**config.mk**
```make
export PLATFORM = sky130hd
export DESIGN_NAME = warp_controller
export DESIGN_NICKNAME = d
export VERILOG_FILES = /design/src/rtl/warp_controller.sv
export SDC_FILE = /design/constraint.sdc
export NUM_CORES = 1
export LEC_CHECK = 0
export CORE_ASPECT_RATIO = 0.75
export CORE_MARGIN = 1.5
export CORE_UTILIZATION = 29
export DETAILED_ROUTE_END_ITERATION = 6
export PLACE_DENSITY = 0.75
export RECOVER_POWER = 50
export SETUP_SLACK_MARGIN = 0.5
export SKIP_LAST_GASP = 1
export SYNTH_ARGS = -nofsm -noshare
export SYNTH_HDL_FRONTEND = slang
export SYNTH_SLANG_ARGS = --single-unit
export TNS_END_PERCENT = 20
```
**constraint.sdc**
```tcl
create_clock -name clk -period 1.35 [get_ports clk]
set_input_delay 0.3375 -clock clk [delete_from_list [all_inputs] [get_ports clk]]
set_output_delay 0.3375 -clock clk [all_outputs]
set_load 0.01 [all_outputs]
```
**src/rtl/warp_controller.sv**
```systemverilog
// Per-warp sequencer: walks one instruction at a time through fetch, decode,
// operand request, memory wait, execute and pc update until a halt retires the warp.
package warp_controller_pkg;
    localparam int INSTR_ADDR_WIDTH = 8;

    typedef logic [INSTR_ADDR_WIDTH-1:0] instruction_memory_address_t;

    typedef enum logic [2:0] {
        WARP_IDLE    = 3'd0,
        WARP_FETCH   = 3'd1,
        WARP_DECODE  = 3'd2,
        WARP_REQUEST = 3'd3,
        WARP_WAIT    = 3'd4,
        WARP_EXECUTE = 3'd5,
        WARP_UPDATE  = 3'd6,
        WARP_DONE    = 3'd7
    } warp_state_t;
endpackage

`ifndef DATA_WIDTH
`define DATA_WIDTH 32
`endif

module warp_controller
    import warp_controller_pkg::*;
#(
    parameter int                          DATA_WIDTH = `DATA_WIDTH,
    parameter instruction_memory_address_t START_PC   = '0
) (
    input  logic                        clk,
    input  logic                        reset,
    input  logic                        enable,
    input  logic                        start,
    output logic                        fetch_valid,
    input  logic                        fetch_ready,
    input  logic                        decoded_mem_access,
    input  logic                        decoded_halt,
    input  logic                        decoded_pc_mux,
    input  logic [DATA_WIDTH-1:0]       alu_out,
    output logic                        lsu_request,
    input  logic                        lsu_done,
    output warp_state_t                 warp_state,
    output instruction_memory_address_t pc,
    output logic                        done
);

    localparam int PC_W = INSTR_ADDR_WIDTH;

    warp_state_t                 state_reg, state_next;
    instruction_memory_address_t pc_reg, pc_next;
    instruction_memory_address_t alu_pc;

    // Branch targets keep only the low pc bits; narrower ALUs are zero-extended.
    generate
        if (DATA_WIDTH >= PC_W) begin : g_alu_trunc
            assign alu_pc = alu_out[PC_W-1:0];
            if (DATA_WIDTH > PC_W) begin : g_alu_hi
                logic unused_alu_hi;
                assign unused_alu_hi = ^alu_out[DATA_WIDTH-1:PC_W];
            end
        end else begin : g_alu_ext
            assign alu_pc = {{(PC_W-DATA_WIDTH){1'b0}}, alu_out};
        end
    endgenerate

    always_ff @(posedge clk) begin
        if (reset) begin
            state_reg <= WARP_IDLE;
            pc_reg    <= START_PC;
        end else if (enable) begin
            state_reg <= state_next;
            pc_reg    <= pc_next;
        end
    end

    always_comb begin
        state_next = state_reg;
        pc_next    = pc_reg;
        case (state_reg)
            WARP_IDLE:    if (start) state_next = WARP_FETCH;
            WARP_FETCH:   if (fetch_ready) state_next = WARP_DECODE;
            WARP_DECODE:  state_next = WARP_REQUEST;
            WARP_REQUEST: state_next = WARP_WAIT;
            WARP_WAIT: begin
                if (!decoded_mem_access || lsu_done) state_next = WARP_EXECUTE;
            end
            WARP_EXECUTE: state_next = WARP_UPDATE;
            WARP_UPDATE: begin
                if (decoded_halt) begin
                    state_next = WARP_DONE;
                end else begin
                    pc_next    = decoded_pc_mux ? alu_pc : pc_reg + PC_W'(1);
                    state_next = WARP_FETCH;
                end
            end
            WARP_DONE:    state_next = WARP_DONE;
            default:      state_next = WARP_IDLE;
        endcase
    end

    // Requests drop the moment the warp is disabled so the memories see no stale strobe.
    always_comb begin
        fetch_valid = 1'b0;
        lsu_request = 1'b0;
        done        = 1'b0;
        case (state_reg)
            WARP_FETCH: fetch_valid = enable;
            WARP_WAIT:  lsu_request = enable && decoded_mem_access && !lsu_done;
            WARP_DONE:  done = 1'b1;
            default: ;
        endcase
    end

    assign warp_state = state_reg;
    assign pc         = pc_reg;

endmodule

```
[Word level (Yosys, flattened, before mapping)]
Index checks and enable logic that the tools add are counted.
Word-level totals
  memories kept: 0
  register bits: 11
  latch bits: 0
  memory bits (writable): 0
  output and inout port bits: 14
  memory bits (read-only): 0
  bits of input ports: 41
Cells by class
  reduce and logical (&&, ||, !) cells: 8
  divide/modulo/power cells: 0
  multiplexer cells: 9
  $mul: 0
  bitwise gates (word level): 1
  magnitude comparators: 0
  add/sub/neg operators: 1
  shifts and indexed selects: 0
  eq/ne operators: 10
Operator list (number)
  case mux 3 bit (8 select lines): 1
  equality test 3 bit, second input constant: 4
  two-way mux 3 bit: 4
  adder 8 x 1 -> 8 bit, second input constant: 1
  two-way mux 8 bit: 1
  equality test 3 x 2 -> 1 bit, second input constant: 2
  != test 2 bit, second input constant: 3
  AND reduction 4 bit: 1
  equality test 3 x 1 -> 1 bit, second input constant: 1
  logical NOT 3 bit: 1
  two-way mux 1 bit: 3
  AND reduction 3 bit: 1
  logical AND 1 bit: 2
  logical NOT 1 bit: 2
  logical OR 1 bit: 1
  inverter 1 bit: 1

[Depth between registers and ports, before layout]
Gate-level depths: netlist of run 1.
  word-level depth: 4
  depth in mapped cells: 6

[Worst setup path before layout of run 1]
Ideal clock, no wire load.
  path kind: flip-flop to flip-flop
  start point: register state_reg[1], in the netlist warp_state[1]
  end point: register pc_reg[0], in the netlist pc[0]
  setup slack: -0.227 ns
  stages on the path, launching flop included: 7
  arrival: 1.503 ns
  period minus slack after synthesis: 1.577 ns
  path through: dfxtp_1 > buf_4 > nand2_2 > or3_1 > clkbuf_2 > or3_1 > a31oi_1
Between the ends
  cells in the longest elaborated chain, start to end: 2
Ends and longest elaborated chain
  start: declaration: RTL line 49  | warp_state_t state_reg, state_next;
  start signal: assignment: RTL line 71  | state_reg <= state_next;
  equality test 3 bit: RTL line 79  | case (state_reg)
  AND reduction 3 bit (no line)
  end signal: assignment: RTL line 72  | pc_reg <= pc_next;
  end: declaration: RTL line 50  | instruction_memory_address_t pc_reg, pc_next;
Every way passes these cells.
A chain may end at the register's enable or synchronous reset.

[Worst setup path in the final report of run 1]
  start point: register state_reg[2], in the netlist warp_state[2]
  end point: output port fetch_valid
Between the ends
  cells in the longest elaborated chain, start to end: 2
Ends and longest elaborated chain
  equality test 3 x 1 -> 1 bit: RTL line 106  | case (state_reg)
  two-way mux 1 bit: RTL line 106
  end: declaration: RTL line 34  | output logic fetch_valid,
Every way passes these cells.

==> metrics.log, run 1 <==
[metrics] # fillers: 218
[metrics] count of final max-slew check failures: 0
[metrics] number of synthesized register bits: 11
[metrics] storage element area: 228 µm²
[metrics] Leakage Power: 0.508 nW
[metrics] ANT cells: 0
[metrics] time the final worst path needs with I/O delays and setup: 1.50 ns
[metrics] Critical Path AT: 1.17 ns
[metrics] Tcrit/Tclk final: 111%
[metrics] total via count after detailed routing: 901
[metrics] overall global routing resource usage: 17.4%
[metrics] sequential-to-total area share from yosys stat: 32.1%
[metrics] CTS buffer count: 3
[metrics] cells after synthesis: 89
[metrics] worst slew margin relative to its limit: slightly above 80%
[metrics] RSZ-0062 raised after global routing: yes
[metrics] startpoint types: register
[metrics] Die Outline Area: 2670 µm²
[metrics] Max IR drop VDD: roughly 280 µV
[metrics] TritonCTS sink count: 11
[metrics] total number of placement rows: 15
[metrics] total I/O pin count: 55
[metrics] count of maximum capacitance violations: 0
[metrics] area of the multi-input gates: 477 µm²
[metrics] post-cts hold buffer count: 0
[metrics] post-route setup TNS: -1.53 ns
[metrics] Synth-to-Final Area Change: 81.4%
[metrics] vias per cell: 5.18
[metrics] syn nets: 131
[metrics] max FFs per register: 8
[metrics] number of port buffers: 30
[metrics] count of final hold-check violations: 0
[metrics] post-layout power: approximately 740 µW
[metrics] type of the tightest min-delay check: reg2reg
[metrics] Synth Flop Type: sky130_fd_sc_hd__dfxtp_1
[metrics] Clock Root Buffer: sky130_fd_sc_hd__clkbuf_4
[metrics] number of synthesis warnings: 0
[metrics] initial antenna violation count: 0
[metrics] # H-tree levels: 1
[metrics] Worst Setup Path Type: reg2out
[metrics] actual transition at the worst max-transition pin: 0.265 ns
[metrics] DRT antenna net count: 0
[metrics] outcome: finished, violations left
[metrics] total number of nets in the final design: 183
[metrics] first-pass GRT wire length: 3440 µm
[metrics] leading cell type in the layout, fill and taps excluded: sky130_fd_sc_hd__buf_4
[metrics] 1st-pass router iterations: 4
[metrics] largest stage delay on the critical path: 0.34 ns
[metrics] FFs w/ async S/R, synth: 0%
[metrics] CTS tree: yes
[metrics] Cell Area, Synth: 687 µm²
[metrics] flop2flop setup slack: -0.11 ns
[metrics] standard cell with the maximum stage delay on the critical path: sky130_fd_sc_hd__dfxtp_2
[metrics] Clock Path Buffers: 2
[metrics] Remaining Overflow, GRT: 0
[metrics] fraction of final layout cells sized beyond drive strength 1: roughly a third
[metrics] Routability Congestion: around 0.82
[metrics] Final Skew: 0.00912 ns
[metrics] P per Cell Area: 594 nW/µm²
[metrics] clk_lat worst skew: between 0.2 and 0.3 ns
[metrics] via count of the first global-routing pass: 799
[metrics] number of setup violations in the final report: 17
[metrics] required time of the worst setup path: 1.01 ns
[metrics] final wirelength: between 2000 and 2500 µm
[metrics] failing checks: negative setup slack
[metrics] remaining design rule violation count: 0
[metrics] per-instance average area after synthesis: just under 8 µm²
[metrics] clk slew on worst S/H paths: 0.09 ns
[metrics] pin count of the biggest net entering global routing: 21
[metrics] cell-by-cell listing of the critical path: buf_4, and4bb_2, buf_6
[metrics] most frequent cells in the layout: sky130_fd_sc_hd__buf_4, sky130_fd_sc_hd__clkdlybuf4s50_1, sky130_fd_sc_hd__nand2_1
[metrics] placed wire-length estimate: 1730 µm
[metrics] effective utilization at floorplan: 30.2%
[metrics] post-layout worst setup margin: -0.154 ns
[metrics] Starting DRT DRC Count: 48
[metrics] die span in x: roughly 60 µm
[metrics] Synth cell types: 36
[metrics] Post-synth EDFFs: 0
[metrics] critical path fanouts, max: 8
[metrics] core outline area: approximately 2300 µm²
[metrics] routed len/inst: 13.2 µm
[metrics] Critical Path End Type: primary output
[metrics] Max Freq: 0.665 GHz
[metrics] vertical die dimension: about 45 µm
[routing by layer]
| metal | global-route usage (%) | up-vias | wire, µm |
|---|---|---|---|
| li1 | - | 436 | - |
| met1 | 22.4 | 418 | 998 |
| met4 | 10.9 | 0 | 91 |
| met2 | 28.6 | 37 | 1080 |
| met3 | 0.860 | 10 | 115 |
| met5 | 0 | - | 0 |
[synth_stat cells, types with 2 or more instances]
library cell	count	area, µm²
sky130_fd_sc_hd__o21ai_0	7	35.0
sky130_fd_sc_hd__nand3b_1	2	15.0
sky130_fd_sc_hd__a211oi_1	2	15.0
sky130_fd_sc_hd__or3_1	2	12.5
sky130_fd_sc_hd__nand2_1	10	37.5
sky130_fd_sc_hd__dfxtp_1	11	220
sky130_fd_sc_hd__clkbuf_1	3	11.3
sky130_fd_sc_hd__a21oi_1	9	45.0
sky130_fd_sc_hd__nand3_1	5	25.0
sky130_fd_sc_hd__mux2i_1	2	20.0
sky130_fd_sc_hd__and3_1	2	12.5
sky130_fd_sc_hd__nor2_1	8	30.0
sky130_fd_sc_hd__nand2b_1	3	18.8
[path summary, 6_finish.rpt]
path,start,to,cells after the start
hold / removal,pc[7]$_SDFFE_PP0P_,pc[7]$_SDFFE_PP0P_,2
setup / recovery,warp_state[2]$_SDFFE_PP0P_,fetch_valid,3
setup reg to reg,warp_state[2]$_SDFFE_PP0P_,pc[6]$_SDFFE_PP0P_,6
hold reg to reg,pc[7]$_SDFFE_PP0P_,pc[7]$_SDFFE_PP0P_,2
[cell families (layout without fill, tap and decap cells)]
group	after synthesis	count (layout)	share of synthesized area [%]
simple gates	41	41	32.4
compound gates	27	27	25.0
flops	11	11	32.1
buf+inv	6	57	4.19
mux	3	3	4.55
fa+ha+maj	1	1	1.82
[power by group]
part | internal [mW] | switching, mW | total (mW)
Clock | 0.114 | 0.124 | 0.238
Sequential | 0.327 | 0.00587 | 0.333
Combinational | 0.104 | 0.0656 | 0.170
[through the flow]
stage	instances	setup WS [ns]	hold WS [ns]	area (µm²)	utilization [%]
floorplan	89	-0.0913	0.409	704	-
global placement	167	-0.732	0.490	1170	51.6
detailed placement	167	-0.805	0.504	1170	51.6
CTS	172	-0.176	0.519	1220	53.8
global route	174	-0.236	0.540	1250	54.9
finish	174	-0.154	0.515	1250	54.9
[area by class of cell]
type	instances	area share (%)
timing repair buffer	53	38.0
clock buffer	4	2.11
sequential	11	18.3
multi-input combinational	72	38.3
tap	34	3.41
[worst max-delay path, delay by kind of cell, from the launching register on]
family	cells	cell delay, ns
buf+inv	2	0.26
flops	1	0.34
simple gates	1	0.30
[what timing repair did]
| action | 4_1_cts | 5_1_grt |
|---|---|---|
| buffers inserted | 1 | 2 |
| endpoints found under the setup margin | 25 | 25 |
| pin swaps | 2 | 3 |
| resized for setup | 30 | 14 |
Note: power is estimated with default switching activity, not from simulation.
==> inputs of run 2 (changes only) <==
--- a/config.mk
+++ b/config.mk
@@ -7,9 +7,9 @@
 export LEC_CHECK = 0
 export CORE_ASPECT_RATIO = 0.75
 export CORE_MARGIN = 1.5
-export CORE_UTILIZATION = 29
+export CORE_UTILIZATION = 34
 export DETAILED_ROUTE_END_ITERATION = 6
-export PLACE_DENSITY = 0.75
+export PLACE_DENSITY = 0.83
 export RECOVER_POWER = 50
 export SETUP_SLACK_MARGIN = 0.5
 export SKIP_LAST_GASP = 1
==> constraint.sdc (replaced) <==
create_clock -name clk -period 1.79 [get_ports clk]
set_input_delay 0.4475 -clock clk [delete_from_list [all_inputs] [get_ports clk]]
set_output_delay 0.4475 -clock clk [all_outputs]
set_load 0.01 [all_outputs]
==> run 2 against run 1 <==
Net effect:
- the run now ends clean
- combinational power shrank 33%
- wire length grew 1.0%
- total power shrank 27%
- critical path depth decreased by 2
- final cell count down 11%
- non-clock buffer count shrank 7
- largest cell class unchanged
- hold slack improved by 0.0059 ns
==> metrics.log, run 2 (synthesis gave the netlist of run 1 again) <==
[metrics] outcome: complete, no violations
[metrics] 1st-pass router iterations: 5 (+1)
[metrics] met2 wire len: 1130 µm (+4.4%)
[metrics] # fillers: 172 (-21%)
[metrics] RSZ-0062 raised after global routing: yes
[metrics] Tcrit/Tclk final: 91.0%
[metrics] Starting DRT DRC Count: 26 (-46%)
[metrics] Worst Setup Path Type: reg2out
[metrics] post-route setup TNS: 0 ns (+1.53 ns)
[metrics] Non-Filler Cell Area, Final: 1170 µm² (-5.8%)
[metrics] fraction of final layout cells sized beyond drive strength 1: 30.8% (-3.5 points)
[metrics] area of the multi-input gates: 474 µm² (-0.52%)
[metrics] CTS buffer count: 3 (unchanged)
[metrics] Max IR drop VDD: 312 µV (+10%)
[metrics] number of setup violations in the final report: 0 (-17)
[metrics] Remaining Overflow, GRT: 0 (unchanged)
[metrics] CP bufs+invs: 1 (-1)
[metrics] number of port buffers: 30 (unchanged)
[metrics] reg-to-reg critical path endpoint: pc[0]$_SDFFE_PP0P_
[metrics] startpoint of the worst-slack reg-to-reg timing path: warp_state[2]$_SDFFE_PP0P_
[metrics] top routing layer in use: met4
[metrics] Synth-to-Final Area Change: 70.9%
[metrics] post-layout power: 542 µW (-27%)
[metrics] actual transition at the worst max-transition pin: 0.466 ns (+0.201 ns)
[metrics] pin count of the biggest net entering global routing: 17 (-19%)
[metrics] Clock Root Buffer: sky130_fd_sc_hd__clkbuf_4
[metrics] total number of placement rows: 13 (-2)
[metrics] total number of nets in the final design: 176 (-3.8%)
[metrics] total I/O pin count: 55 (unchanged)
[metrics] initial antenna violation count: 0 (unchanged)
[metrics] DRT antenna net count: 0 (unchanged)
[metrics] placed cells: 145 (-13%)
[metrics] final cell utilization of the core: 64.4% (+9.5 points)
[metrics] Leakage Power: 0.486 nW (-4.3%)
[metrics] time the final worst path needs with I/O delays and setup: 1.63 ns
[metrics] Post-Place Cell Area: 1090 µm² (-6.8%)
[metrics] number of standard cells in the final layout excluding fillers: 155 (-11%)
[metrics] post-layout worst setup margin: 0.160 ns (+0.314 ns)
[metrics] standard cell with the maximum stage delay on the critical path: sky130_fd_sc_hd__clkdlybuf4s50_1
[metrics] TritonCTS sink count: 11 (unchanged)
[metrics] sw power: 140 µW (-28%)
[metrics] Max Freq: 0.614 GHz
[metrics] Min-Delay Path Depth: 2 (unchanged)
[metrics] clk_lat worst skew: 0.28 ns (about the same)
[metrics] final wirelength: 2310 µm (+1.0%)
[metrics] routed len/inst: 14.9 µm (+13%)
[metrics] startpoint types: register
[metrics] via count of the first global-routing pass: 829 (+3.8%)
[metrics] storage element area: 230 µm² (+1.1%)
[metrics] vias per cell: 5.59 (+8.0%)
[metrics] Final Skew: 0.00552 ns (-0.00360 ns)
[metrics] leading cell type in the layout, fill and taps excluded: sky130_fd_sc_hd__clkdlybuf4s50_1
[metrics] first-pass GRT wire length: 3770 µm (+9.8%)
[metrics] core outline area: 1820 µm² (-20%)
[metrics] Worst Hold Launch: pc[7]$_SDFFE_PP0P_
[metrics] total internal power: 402 µW (-26%)
[metrics] part of the power in the clock network: 32.8% (+0.7 points)
[metrics] minimum setup slack after placement: -0.526 ns (+0.280 ns)
[metrics] die span in x: 54.9 µm (-7.3%)
[metrics] Critical Path End Type: primary output
[metrics] count of cells along the worst register-to-register path: 7 (+1)
[metrics] overall global routing resource usage: 22.4% (+5.0 points)
[metrics] CTS tree: yes
[metrics] Routability Congestion: 0.769 (-6.0%)
[metrics] cell-by-cell listing of the critical path: clkdlybuf4s50_1
[metrics] largest stage delay on the critical path: 0.54 ns (+0.20 ns)
[metrics] # H-tree levels: 1 (unchanged)
[metrics] met3 wirelength from detailed routing: 186 µm (+62%)
[metrics] vertical die dimension: 41.9 µm (-7.1%)
[metrics] count of final hold-check violations: 0 (unchanged)
[metrics] count of maximum capacitance violations: 0 (unchanged)
[metrics] Switching Share: 25.9% (-0.45 points)
[metrics] Fin Hold WS: 0.521 ns (+0.00594 ns)
[metrics] combinational share of power: 21.1% (-1.8 points)
[metrics] P per Cell Area: 462 nW/µm² (-22%)
[metrics] type of the tightest min-delay check: reg2reg
[metrics] met1 layer wirelength in the final routing: 935 µm (-6.3%)
[metrics] critical path fanouts, max: 6 (-2)
[metrics] most frequent cells in the layout: sky130_fd_sc_hd__clkdlybuf4s50_1, sky130_fd_sc_hd__nand2_1, sky130_fd_sc_hd__buf_4
[metrics] max FFs per register: 8 (unchanged)
[metrics] ANT cells: 0 (unchanged)
[metrics] placed wire-length estimate: 1600 µm (-7.3%)
[metrics] total via count after detailed routing: 867 (-3.8%)
[metrics] Clock Path Buffers: 2 (unchanged)
[metrics] Critical Path AT: 1.18 ns (about the same)
[metrics] remaining design rule violation count: 0 (unchanged)
[metrics] required time of the worst setup path: 1.34 ns (+0.33 ns)
[metrics] count of final max-slew check failures: 0 (unchanged)
[metrics] kind of cell adding the most delay to the critical path: buffers and inverters
[metrics] Die Outline Area: 2300 µm² (-14%)
[metrics] clk slew on worst S/H paths: 0.08 ns (about the same)
[metrics] part of the power in registers: 46.2% (+1.2 points)
[metrics] endpoint of the worst hold path: pc[7]$_SDFFE_PP0P_
[metrics] flop2flop setup slack: 0.17 ns (+0.28 ns)
[metrics] worst slew margin relative to its limit: 68.8% (-13 points)
[metrics] effective utilization at floorplan: 37.7% (+7.5 points)
==> run 2: cell types whose count changed in the layout (fill, tap and decap cells not counted), moves of 2 or more <==
cell	change
sky130_fd_sc_hd__clkdlybuf4s25_1	+3
sky130_fd_sc_hd__buf_2	+2
sky130_fd_sc_hd__buf_4	-10
sky130_fd_sc_hd__clkdlybuf4s50_1	-4
sky130_fd_sc_hd__buf_6	+2
==> run 2: repair_timing <==
| action | CTS | global route |
|---|---|---|
| hold buffers | 0 | 0 |
| buffers inserted | 6 | 0 |
| endpoints found under the hold margin | 0 | 0 |
| setup endpoints to repair | 25 | 24 |
| gates resized for setup | 46 | 9 |
| pin swaps | 4 | 2 |
==> run 2: cell type report <==
class,count,share of cell area [%]
flip-flops and latches,11,19.6
repair buffers,46,35.4
multi-input cells,72,40.4
clock buffers,4,2.24
well taps,22,2.35
==> run 2: routing by layer <==
metal | up-vias | global-route usage (%)
li1 | 419 | -
met2 | 39 | 36.4
met5 | - | 0
met4 | 0 | 8.29
met1 | 401 | 27.5
met3 | 8 | 6.12
==> run 2: power by group through the flow <==
stage,Combinational [mW],Clock (mW),Sequential [mW]
finish,0.114,0.178,0.250
global route,0.124,0.196,0.251
CTS,0.114,0.183,0.252
detailed placement,0.106,0,0.259
global placement,0.103,0,0.258
floorplan,0.0470,0,0.257
==> run 2: worst max-delay path by stage <==
stage | cells after the start | start | slack, ns | to
floorplan | 5 | decoded_halt | 0.29 | pc[0]$_SDFFE_PP0P_
global placement | 4 | lsu_done | -0.48 | lsu_request
detailed placement | 4 | lsu_done | -0.53 | lsu_request
CTS | 1 | pc[3]$_SDFFE_PP0P_ | 0.11 | pc[3]
global route | 3 | warp_state[2]$_SDFFE_PP0P_ | 0.09 | lsu_request
finish | 1 | pc[2]$_SDFFE_PP0P_ | 0.16 | pc[2]
